### src/rtl/cmd_cfg_pkg.sv
// Shared opcodes, FSM states, register addresses, response codes and reset values
// for the capture-unit command/config block.
package cmd_cfg_pkg;

  typedef enum logic [1:0] {
    OP_RD  = 2'b00,
    OP_WR  = 2'b01,
    OP_DMP = 2'b10,
    OP_RSV = 2'b11
  } opcode_e;

  typedef enum logic [1:0] {
    IDLE,
    RESP_WAIT,
    DUMP_LD,
    DUMP_WAIT
  } state_e;

  localparam logic [5:0] A_TRIG_CFG = 6'h00;
  localparam logic [5:0] A_DECIM    = 6'h20;
  localparam logic [5:0] A_VIH      = 6'h21;
  localparam logic [5:0] A_VIL      = 6'h22;
  localparam logic [5:0] A_MATCH_H  = 6'h23;
  localparam logic [5:0] A_MATCH_L  = 6'h24;
  localparam logic [5:0] A_MASK_H   = 6'h25;
  localparam logic [5:0] A_MASK_L   = 6'h26;
  localparam logic [5:0] A_BAUD_H   = 6'h27;
  localparam logic [5:0] A_BAUD_L   = 6'h28;
  localparam logic [5:0] A_TPOS_H   = 6'h29;
  localparam logic [5:0] A_TPOS_L   = 6'h2A;

  localparam logic [7:0] ACK = 8'hA5;
  localparam logic [7:0] NAK = 8'hEE;

  localparam logic [5:0]  TRIG_CFG_RST = 6'h03;
  localparam logic [4:0]  CH_TRIG_RST  = 5'h01;
  localparam logic [3:0]  DECIM_RST    = 4'h0;
  localparam logic [7:0]  VIH_RST      = 8'hAA;
  localparam logic [7:0]  VIL_RST      = 8'h55;
  localparam logic [15:0] MATCH_RST    = 16'h0000;
  localparam logic [15:0] MASK_RST     = 16'h0000;
  localparam logic [15:0] BAUD_RST     = 16'h06C8;
  localparam logic [15:0] TPOS_RST     = 16'h0001;

endpackage

### src/rtl/cfg_regfile.sv
// Trigger/analog/baud register set: write decode, zero-extended read mux, mapped flag.
// CMD_CFG_TIMEOUT_EN turns trig_cfg[4] into a sticky timeout flag cleared by host writes.
module cfg_regfile
  import cmd_cfg_pkg::*;
#(
  parameter int NUM_CH = 5,
  parameter int LOG2   = 9
) (
  input  logic                  clk,
  input  logic                  rst_n,
  input  logic [5:0]            i_addr,
  input  logic [7:0]            i_wdata,
  input  logic                  i_wr,
  input  logic                  i_set_capture_done,
`ifdef CMD_CFG_TIMEOUT_EN
  input  logic                  i_to_set,
`endif
  output logic [7:0]            o_rdata,
  output logic                  o_mapped,
  output logic [5:0]            o_trig_cfg,
  output logic [5*NUM_CH-1:0]   o_ch_trig_cfg,
  output logic [3:0]            o_decimator,
  output logic [7:0]            o_vih,
  output logic [7:0]            o_vil,
  output logic [15:0]           o_match,
  output logic [15:0]           o_mask,
  output logic [15:0]           o_baud_cnt,
  output logic [LOG2-1:0]       o_trig_pos
);

  logic [5:0]      r_trig_cfg;
  logic [4:0]      r_ch_trig [NUM_CH];
  logic [3:0]      r_decim;
  logic [7:0]      r_vih;
  logic [7:0]      r_vil;
  logic [15:0]     r_match;
  logic [15:0]     r_mask;
  logic [15:0]     r_baud;
  logic [LOG2-1:0] r_trig_pos;

  logic [15:0]     w_tpos16;
  logic [LOG2-1:0] w_tpos_hwr;
  logic [LOG2-1:0] w_tpos_lwr;

  // trig_pos is handled as a zero-extended 16-bit value so H/L halves work for any LOG2
  assign w_tpos16   = 16'(r_trig_pos);
  assign w_tpos_hwr = LOG2'({i_wdata, w_tpos16[7:0]});
  assign w_tpos_lwr = LOG2'({w_tpos16[15:8], i_wdata});

  always_ff @(posedge clk or negedge rst_n) begin
    if (!rst_n) begin
      r_trig_cfg <= TRIG_CFG_RST;
      for (int k = 0; k < NUM_CH; k++) r_ch_trig[k] <= CH_TRIG_RST;
      r_decim    <= DECIM_RST;
      r_vih      <= VIH_RST;
      r_vil      <= VIL_RST;
      r_match    <= MATCH_RST;
      r_mask     <= MASK_RST;
      r_baud     <= BAUD_RST;
      r_trig_pos <= LOG2'(TPOS_RST);
    end else begin
      if (i_wr && (i_addr == A_TRIG_CFG)) begin
`ifdef CMD_CFG_TIMEOUT_EN
        r_trig_cfg <= {i_wdata[5] | i_set_capture_done, 1'b0, i_wdata[3:0]};
`else
        r_trig_cfg <= {i_wdata[5] | i_set_capture_done, i_wdata[4:0]};
`endif
      end else begin
        if (i_set_capture_done) r_trig_cfg[5] <= 1'b1;
`ifdef CMD_CFG_TIMEOUT_EN
        if (i_to_set) r_trig_cfg[4] <= 1'b1;
`endif
      end
      for (int k = 0; k < NUM_CH; k++) begin
        if (i_wr && (i_addr == 6'(k + 1))) r_ch_trig[k] <= i_wdata[4:0];
      end
      if (i_wr) begin
        case (i_addr)
          A_DECIM:   r_decim        <= i_wdata[3:0];
          A_VIH:     r_vih          <= i_wdata;
          A_VIL:     r_vil          <= i_wdata;
          A_MATCH_H: r_match[15:8]  <= i_wdata;
          A_MATCH_L: r_match[7:0]   <= i_wdata;
          A_MASK_H:  r_mask[15:8]   <= i_wdata;
          A_MASK_L:  r_mask[7:0]    <= i_wdata;
          A_BAUD_H:  r_baud[15:8]   <= i_wdata;
          A_BAUD_L:  r_baud[7:0]    <= i_wdata;
          A_TPOS_H:  r_trig_pos     <= w_tpos_hwr;
          A_TPOS_L:  r_trig_pos     <= w_tpos_lwr;
          default:   ;
        endcase
      end
    end
  end

  always_comb begin
    o_rdata  = 8'h00;
    o_mapped = 1'b1;
    case (i_addr)
      A_TRIG_CFG: o_rdata = {2'b00, r_trig_cfg};
      A_DECIM:    o_rdata = {4'h0, r_decim};
      A_VIH:      o_rdata = r_vih;
      A_VIL:      o_rdata = r_vil;
      A_MATCH_H:  o_rdata = r_match[15:8];
      A_MATCH_L:  o_rdata = r_match[7:0];
      A_MASK_H:   o_rdata = r_mask[15:8];
      A_MASK_L:   o_rdata = r_mask[7:0];
      A_BAUD_H:   o_rdata = r_baud[15:8];
      A_BAUD_L:   o_rdata = r_baud[7:0];
      A_TPOS_H:   o_rdata = w_tpos16[15:8];
      A_TPOS_L:   o_rdata = w_tpos16[7:0];
      default:    o_mapped = 1'b0;
    endcase
    // Channel registers sit at 1..NUM_CH, which the case above leaves unmapped
    for (int k = 0; k < NUM_CH; k++) begin
      if (i_addr == 6'(k + 1)) begin
        o_rdata  = {3'b000, r_ch_trig[k]};
        o_mapped = 1'b1;
      end
    end
  end

  for (genvar g = 0; g < NUM_CH; g++) begin : g_ch_out
    assign o_ch_trig_cfg[5*g +: 5] = r_ch_trig[g];
  end

  assign o_trig_cfg  = r_trig_cfg;
  assign o_decimator = r_decim;
  assign o_vih       = r_vih;
  assign o_vil       = r_vil;
  assign o_match     = r_match;
  assign o_mask      = r_mask;
  assign o_baud_cnt  = r_baud;
  assign o_trig_pos  = r_trig_pos;

endmodule

### src/rtl/cmd_cfg_n.sv
// Host command decoder (RD/WR/DMP, ACK/NAK): send_resp 1 cycle after accept, clr_cmd_rdy registered off resp_sent.
// Each response is held until resp_sent; CMD_CFG_TIMEOUT_EN adds a TO_CYC response timeout.
module cmd_cfg_n
  import cmd_cfg_pkg::*;
#(
  parameter int NUM_CH = 5,
  parameter int LOG2   = 9
`ifdef CMD_CFG_TIMEOUT_EN
  , parameter int TO_CYC = 65535
`endif
) (
  input  logic                  clk,
  input  logic                  rst_n,
  input  logic [15:0]           cmd,
  input  logic                  cmd_rdy,
  input  logic                  resp_sent,
  input  logic                  rd_done,
  input  logic                  set_capture_done,
  input  logic [8*NUM_CH-1:0]   rdata,
  output logic [5:0]            trig_cfg,
  output logic [5*NUM_CH-1:0]   ch_trig_cfg,
  output logic [3:0]            decimator,
  output logic [7:0]            vih,
  output logic [7:0]            vil,
  output logic [15:0]           match,
  output logic [15:0]           mask,
  output logic [15:0]           baud_cnt,
  output logic [LOG2-1:0]       trig_pos,
  output logic [7:0]            resp,
  output logic                  send_resp,
  output logic                  clr_cmd_rdy,
  output logic                  strt_rd
);

  state_e      r_state;
  state_e      w_state_nxt;
  logic [7:0]  r_resp;
  logic        r_send_resp;
  logic        r_clr_cmd_rdy;
  logic        r_strt_rd;
  logic [3:0]  r_ch_idx;

  opcode_e     w_op;
  logic [5:0]  w_addr;
  logic [7:0]  w_data;
  logic [7:0]  w_rdata;
  logic        w_mapped;
  logic        w_ch_ok;
  logic [7:0]  w_dump_byte;
  logic [7:0]  w_resp_nxt;
  logic        w_send;
  logic        w_clr;
  logic        w_strt;
  logic        w_wr;
  logic        w_ch_ld;

  assign w_op    = opcode_e'(cmd[15:14]);
  assign w_addr  = cmd[13:8];
  assign w_data  = cmd[7:0];
  assign w_ch_ok = (w_addr != 6'd0) && (w_addr <= 6'(NUM_CH));

`ifdef CMD_CFG_TIMEOUT_EN
  logic [15:0] r_to_cnt;
  logic        w_to_hit;
  logic        w_to;

  assign w_to_hit = (r_to_cnt == 16'(TO_CYC - 1));

  always_ff @(posedge clk or negedge rst_n) begin
    if (!rst_n) begin
      r_to_cnt <= 16'd0;
    end else if ((w_state_nxt != r_state) ||
                 !((r_state == RESP_WAIT) || (r_state == DUMP_WAIT))) begin
      r_to_cnt <= 16'd0;
    end else begin
      r_to_cnt <= r_to_cnt + 16'd1;
    end
  end
`endif

  cfg_regfile #(
    .NUM_CH (NUM_CH),
    .LOG2   (LOG2)
  ) u_regfile (
    .clk                (clk),
    .rst_n              (rst_n),
    .i_addr             (w_addr),
    .i_wdata            (w_data),
    .i_wr               (w_wr),
    .i_set_capture_done (set_capture_done),
`ifdef CMD_CFG_TIMEOUT_EN
    .i_to_set           (w_to),
`endif
    .o_rdata            (w_rdata),
    .o_mapped           (w_mapped),
    .o_trig_cfg         (trig_cfg),
    .o_ch_trig_cfg      (ch_trig_cfg),
    .o_decimator        (decimator),
    .o_vih              (vih),
    .o_vil              (vil),
    .o_match            (match),
    .o_mask             (mask),
    .o_baud_cnt         (baud_cnt),
    .o_trig_pos         (trig_pos)
  );

  always_comb begin
    w_dump_byte = 8'h00;
    for (int k = 0; k < NUM_CH; k++) begin
      if (r_ch_idx == 4'(k)) w_dump_byte = rdata[8*k +: 8];
    end
  end

  always_comb begin
    w_state_nxt = r_state;
    w_resp_nxt  = r_resp;
    w_send      = 1'b0;
    w_clr       = 1'b0;
    w_strt      = 1'b0;
    w_wr        = 1'b0;
    w_ch_ld     = 1'b0;
`ifdef CMD_CFG_TIMEOUT_EN
    w_to        = 1'b0;
`endif
    case (r_state)
      IDLE: begin
        // cmd_rdy is still high while clr_cmd_rdy is out; don't take the old command twice
        if (cmd_rdy && !r_clr_cmd_rdy) begin
          w_resp_nxt  = NAK;
          w_send      = 1'b1;
          w_state_nxt = RESP_WAIT;
          case (w_op)
            OP_RD: if (w_mapped) w_resp_nxt = w_rdata;
            OP_WR: if (w_mapped) begin
              w_wr       = 1'b1;
              w_resp_nxt = ACK;
            end
            OP_DMP: if (w_ch_ok) begin
              w_resp_nxt  = r_resp;
              w_send      = 1'b0;
              w_strt      = 1'b1;
              w_ch_ld     = 1'b1;
              w_state_nxt = DUMP_LD;
            end
            OP_RSV: ;
          endcase
        end
      end
      RESP_WAIT: begin
        if (resp_sent) begin
          w_clr       = 1'b1;
          w_state_nxt = IDLE;
        end
`ifdef CMD_CFG_TIMEOUT_EN
        else if (w_to_hit) begin
          w_clr       = 1'b1;
          w_to        = 1'b1;
          w_state_nxt = IDLE;
        end
`endif
      end
      DUMP_LD: begin
        // Give the RAM reader the strt_rd cycle to present the first byte
        if (!r_strt_rd) begin
          if (rd_done) begin
            w_clr       = 1'b1;
            w_state_nxt = IDLE;
          end else begin
            w_resp_nxt  = w_dump_byte;
            w_send      = 1'b1;
            w_state_nxt = DUMP_WAIT;
          end
        end
      end
      DUMP_WAIT: begin
        if (resp_sent) begin
          w_state_nxt = DUMP_LD;
        end
`ifdef CMD_CFG_TIMEOUT_EN
        else if (w_to_hit) begin
          w_clr       = 1'b1;
          w_to        = 1'b1;
          w_state_nxt = IDLE;
        end
`endif
      end
      default: w_state_nxt = IDLE;
    endcase
  end

  always_ff @(posedge clk or negedge rst_n) begin
    if (!rst_n) begin
      r_state <= IDLE;
    end else begin
      r_state <= w_state_nxt;
    end
  end

  always_ff @(posedge clk or negedge rst_n) begin
    if (!rst_n) begin
      r_resp        <= 8'h00;
      r_send_resp   <= 1'b0;
      r_clr_cmd_rdy <= 1'b0;
      r_strt_rd     <= 1'b0;
      r_ch_idx      <= 4'd0;
    end else begin
      r_resp        <= w_resp_nxt;
      r_send_resp   <= w_send;
      r_clr_cmd_rdy <= w_clr;
      r_strt_rd     <= w_strt;
      if (w_ch_ld) r_ch_idx <= 4'(w_addr - 6'd1);
    end
  end

  assign resp        = r_resp;
  assign send_resp   = r_send_resp;
  assign clr_cmd_rdy = r_clr_cmd_rdy;
  assign strt_rd     = r_strt_rd;

endmodule

### config.mk
export PLATFORM = sky130hd
export DESIGN_NAME = cmd_cfg_n
export DESIGN_NICKNAME = d
export VERILOG_FILES = /design/src/rtl/cmd_cfg_pkg.sv /design/src/rtl/cfg_regfile.sv /design/src/rtl/cmd_cfg_n.sv
export SDC_FILE = /design/constraint.sdc
export NUM_CORES = 1
export LEC_CHECK = 0
export BUFFER_PORTS_ARGS = -buffer_cell sky130_fd_sc_hd__buf_2
export CORE_UTILIZATION = 47
export DETAILED_ROUTE_END_ITERATION = 6
export PLACE_DENSITY = 0.82
export SYNTH_ARGS = -nofsm -noshare
export SYNTH_HDL_FRONTEND = slang
export SYNTH_HIERARCHICAL = 1
export SYNTH_SLANG_ARGS = --single-unit
### constraint.sdc
create_clock -name clk -period 7.99 [get_ports clk]
set_input_delay 1.598 -clock clk [delete_from_list [all_inputs] [get_ports clk]]
set_output_delay 1.598 -clock clk [all_outputs]
set_load 0.005 [all_outputs]
==> impl_metrics.toml <==
[place]
hpwlAfterDp_mm = 13.58
portBuffers = 180
dp_slack_ns = 3.408
gp_congestion = 0.8989

[synth]
yosys_warnings = 6
async_reset_ff_share_pct = 100.0
synthCells = 582
yosysTopAreaCellShare_pct = 39.69
ys_types = 62
syn_area_per_cell_um2 = 11.27
yosysMostFrequentCell = "mux2_2"
synth-seq-area-share_pct = 48.11
synth-main-ff-cell = "dfrtp_1"
syn_nets = 650
syn_area_um2 = 6556
synth-edff-count = 0
synth-seq-cells = 125
synth_commonest_cells = "mux2_2 (105), dfrtp_1 (104), nor2_1 (39)"
synth.area.top_cells = "dfrtp_1 (40%), mux2_2 (18%), dfstp_2 (8.4%)"
yosysTopAreaCell = "dfrtp_1"

[sta]
slew_viol_final = 0
fmax_mhz = 238.0
setup_viol = 0
finClkSkew_ns = 0.008043
rsz0062_at_grt = "no"
fin_crit_sh_pct = 52.59
fin_setup_tns_ns = 0
post-route-min-period_ns = 4.202
worst_pin_slew_ns = 0.9110
hold_viol = 0
relSlewSlack_pct = 39.27
setup_ws_ns = 3.788

[drt]
detail-route-antenna-nets = 0
wirelength_mm = 19.90
drt_iter0_markers = 453
vias = 5669
viasPerCell = 6.057
firstDrtPassIters = 6
wire_per_inst_um = 21.26
remaining_drc_errors = 0

[global_route]
grt_overflow = 0
use_met3_pct = 6.416
grt_max_degree = 73
track_usage_pct = 27.91
grt_pass1_vias = 5504
gr-usage-met2_pct = 45.33
use_met1_pct = 35.86
grt_pass1_wl_mm = 30.29
antenna_found_initial = 0
busiest_layer = "met2"

[die]
io_pins = 181
floorplan.die_area_um2 = 14430
num_rows = 42
die-height_um = 120.1
fp.dieW_um = 120.1
core_um2 = 13400
start_util_pct = 48.93

[cts]
cts_tree = "yes"
clk_path_buf_depth = 2
htreeDepth = 4
post-cts-setup-buffers = 0
clkTransAtPathRegs_ns = 0.05
clk-insertion-delay-late_ns = 0.41
cts_made_buffers = 17
cts_resized = 0
clock_sinks = 125
cts_root_buffer = "clkbuf_16"
hold_buffers = 0

[power_and_ir_drop]
p_sw_mw = 0.5353
p_comb_share_pct = 18.2
p_total_mw = 1.888
p_leak_nw = 4.129
p_sw_share_pct = 28.36
clkPwrFrac_pct = 43.1
peakVddDrop_v = 0.0001319
seq_power_share_pct = 38.7
p_per_area_nw_per_um2 = 231.0
p_int_mw = 1.352

[worst_setup_path]
cp.arrival_ns = 4.49
cp_cell_sequence = "buf_2 -> inv_1 -> ha_1 -> or3b_1 -> and4_4 -> a2111oi_4 -> nand2_1 -> o221a_2"
startpoint_type = "input port"
slowest_delay_ns = 0.81
path_class = "in2reg"
endpoint_kind = "flip-flop"
cp.required_ns = 8.28
slowest_stage = "a2111oi_4"
crit_fanout = 36

[run]
max_cap_violations = 0

[layout]
area_delta_synth_final_pct = 24.66
fin_nets = 815
antenna_cells = 0
final_layout_size_suffix_gt1_share_pct = 48.03

[worst_hold_path]
min_path_type = "reg2reg"

[outcome]
status = "complete, no violations"
-- flip-flops by register name (all words and copies together), names as in the netlist --
| register | cells |
|---|---|
| strt_rd | 1 |
| resp | 8 |
| u_regfile/o_ch_trig_cfg | 25 |
| r_state | 2 |
| u_regfile/o_mask | 16 |
| u_regfile/o_trig_cfg | 6 |
| u_regfile/o_decimator | 4 |
| u_regfile/o_vil | 8 |
| send_resp | 1 |
| u_regfile/o_baud_cnt | 16 |
| u_regfile/o_match | 16 |
| u_regfile/o_vih | 8 |
| r_ch_idx | 4 |
| clr_cmd_rdy | 1 |
| u_regfile/o_trig_pos | 9 |
-- layout make-up --
type,count,area (um2)
well taps,176,220.2
repair buffers,186,948.4
flip-flops and latches,125,3154
clock inverters,12,166.4
multi-input cells,397,3152
inverters,20,75.07
fillers,1091,5228
clock buffers,20,456.7
-- worst paths after layout --
path | from | slack [ns] | end | cells after the start
min | u_regfile/o_match[13] | 0.53 | u_regfile/o_match[13] | 1
max | cmd[9] | 3.79 | resp[7] | 8
max in group asynchronous | rst_n | 5.41 | u_regfile/o_trig_cfg[4] | 2
min reg2reg | u_regfile/o_match[13] | 0.53 | u_regfile/o_match[13] | 1
max reg2reg | r_state[0] | 5.24 | u_regfile/o_match[10] | 8
min in group asynchronous | rst_n | 1.22 | u_regfile/o_match[10] | 1
-- cell usage in the layout, fill, tap and decap left out, types with 10 or more instances in the layout --
| master | Yosys | layout |
|---|---|---|
| inv_1 | 19 | 19 |
| a21oi_1 | 15 | 15 |
| dfstp_2 | 21 | 21 |
| buf_2 | 18 | 179 |
| and3_1 | 10 | 10 |
| nand2b_1 | 11 | 11 |
| mux2i_1 | 11 | 11 |
| dfrtp_1 | 104 | 104 |
| nand3_1 | 24 | 24 |
| nand2_1 | 37 | 37 |
| mux2_2 | 105 | 105 |
| clkbuf_16 | 0 | 17 |
| o21ai_0 | 29 | 29 |
| nor2_1 | 39 | 39 |
-- through the flow --
| stage | cell area [um2] | hold slack [ns] | util (%) | std cells |
|---|---|---|---|---|
| final | 8173 | 0.5282 | 60.99 | 936 |
| after global routing | 8173 | 0.5432 | 60.99 | 936 |
| after global placement | 7550 | 0.5073 | 56.34 | 904 |
| after floorplan | 6556 | 0.4945 | - | 582 |
| after CTS | 8173 | 0.5282 | 60.99 | 936 |
| after detailed placement | 7550 | 0.5145 | 56.34 | 904 |
-- logic make-up after synthesis --
group,synth area share [%]
multiplexers,22.81
flip-flops,48.11
AO/OA/AOI/OAI,11.18
adder cells (fa/ha/maj),1.145
XOR/XNOR,0.1336
AND/OR/NAND/NOR,12.61
buffers and inverters,4.008
-- routing by layer --
metal | vias to the layer above | routed length (um)
met5 | - | 0
met4 | 0 | 682
met3 | 63 | 1853
met2 | 348 | 9480
met1 | 2778 | 7883
li1 | 2480 | -
-- critical path, delay by kind of cell --
kind | cells | cell delay [ns]
AOI/OAI and AO/OA | 2 | 1.08
adders and majority gates | 1 | 0.25
buffers and inverters | 2 | 0.74
and+or+nand+nor | 3 | 0.82
-- power by group through the flow --
stage	Clock [mW]	Sequential, mW	Combinational [mW]
floorplan	0	0.714	0.249
global placement	0	0.738	0.332
detailed placement	0	0.740	0.338
CTS	0.817	0.729	0.341
global route	0.851	0.737	0.379
finish	0.814	0.731	0.343
No activity file was read; power rests on OpenSTA's default activity.
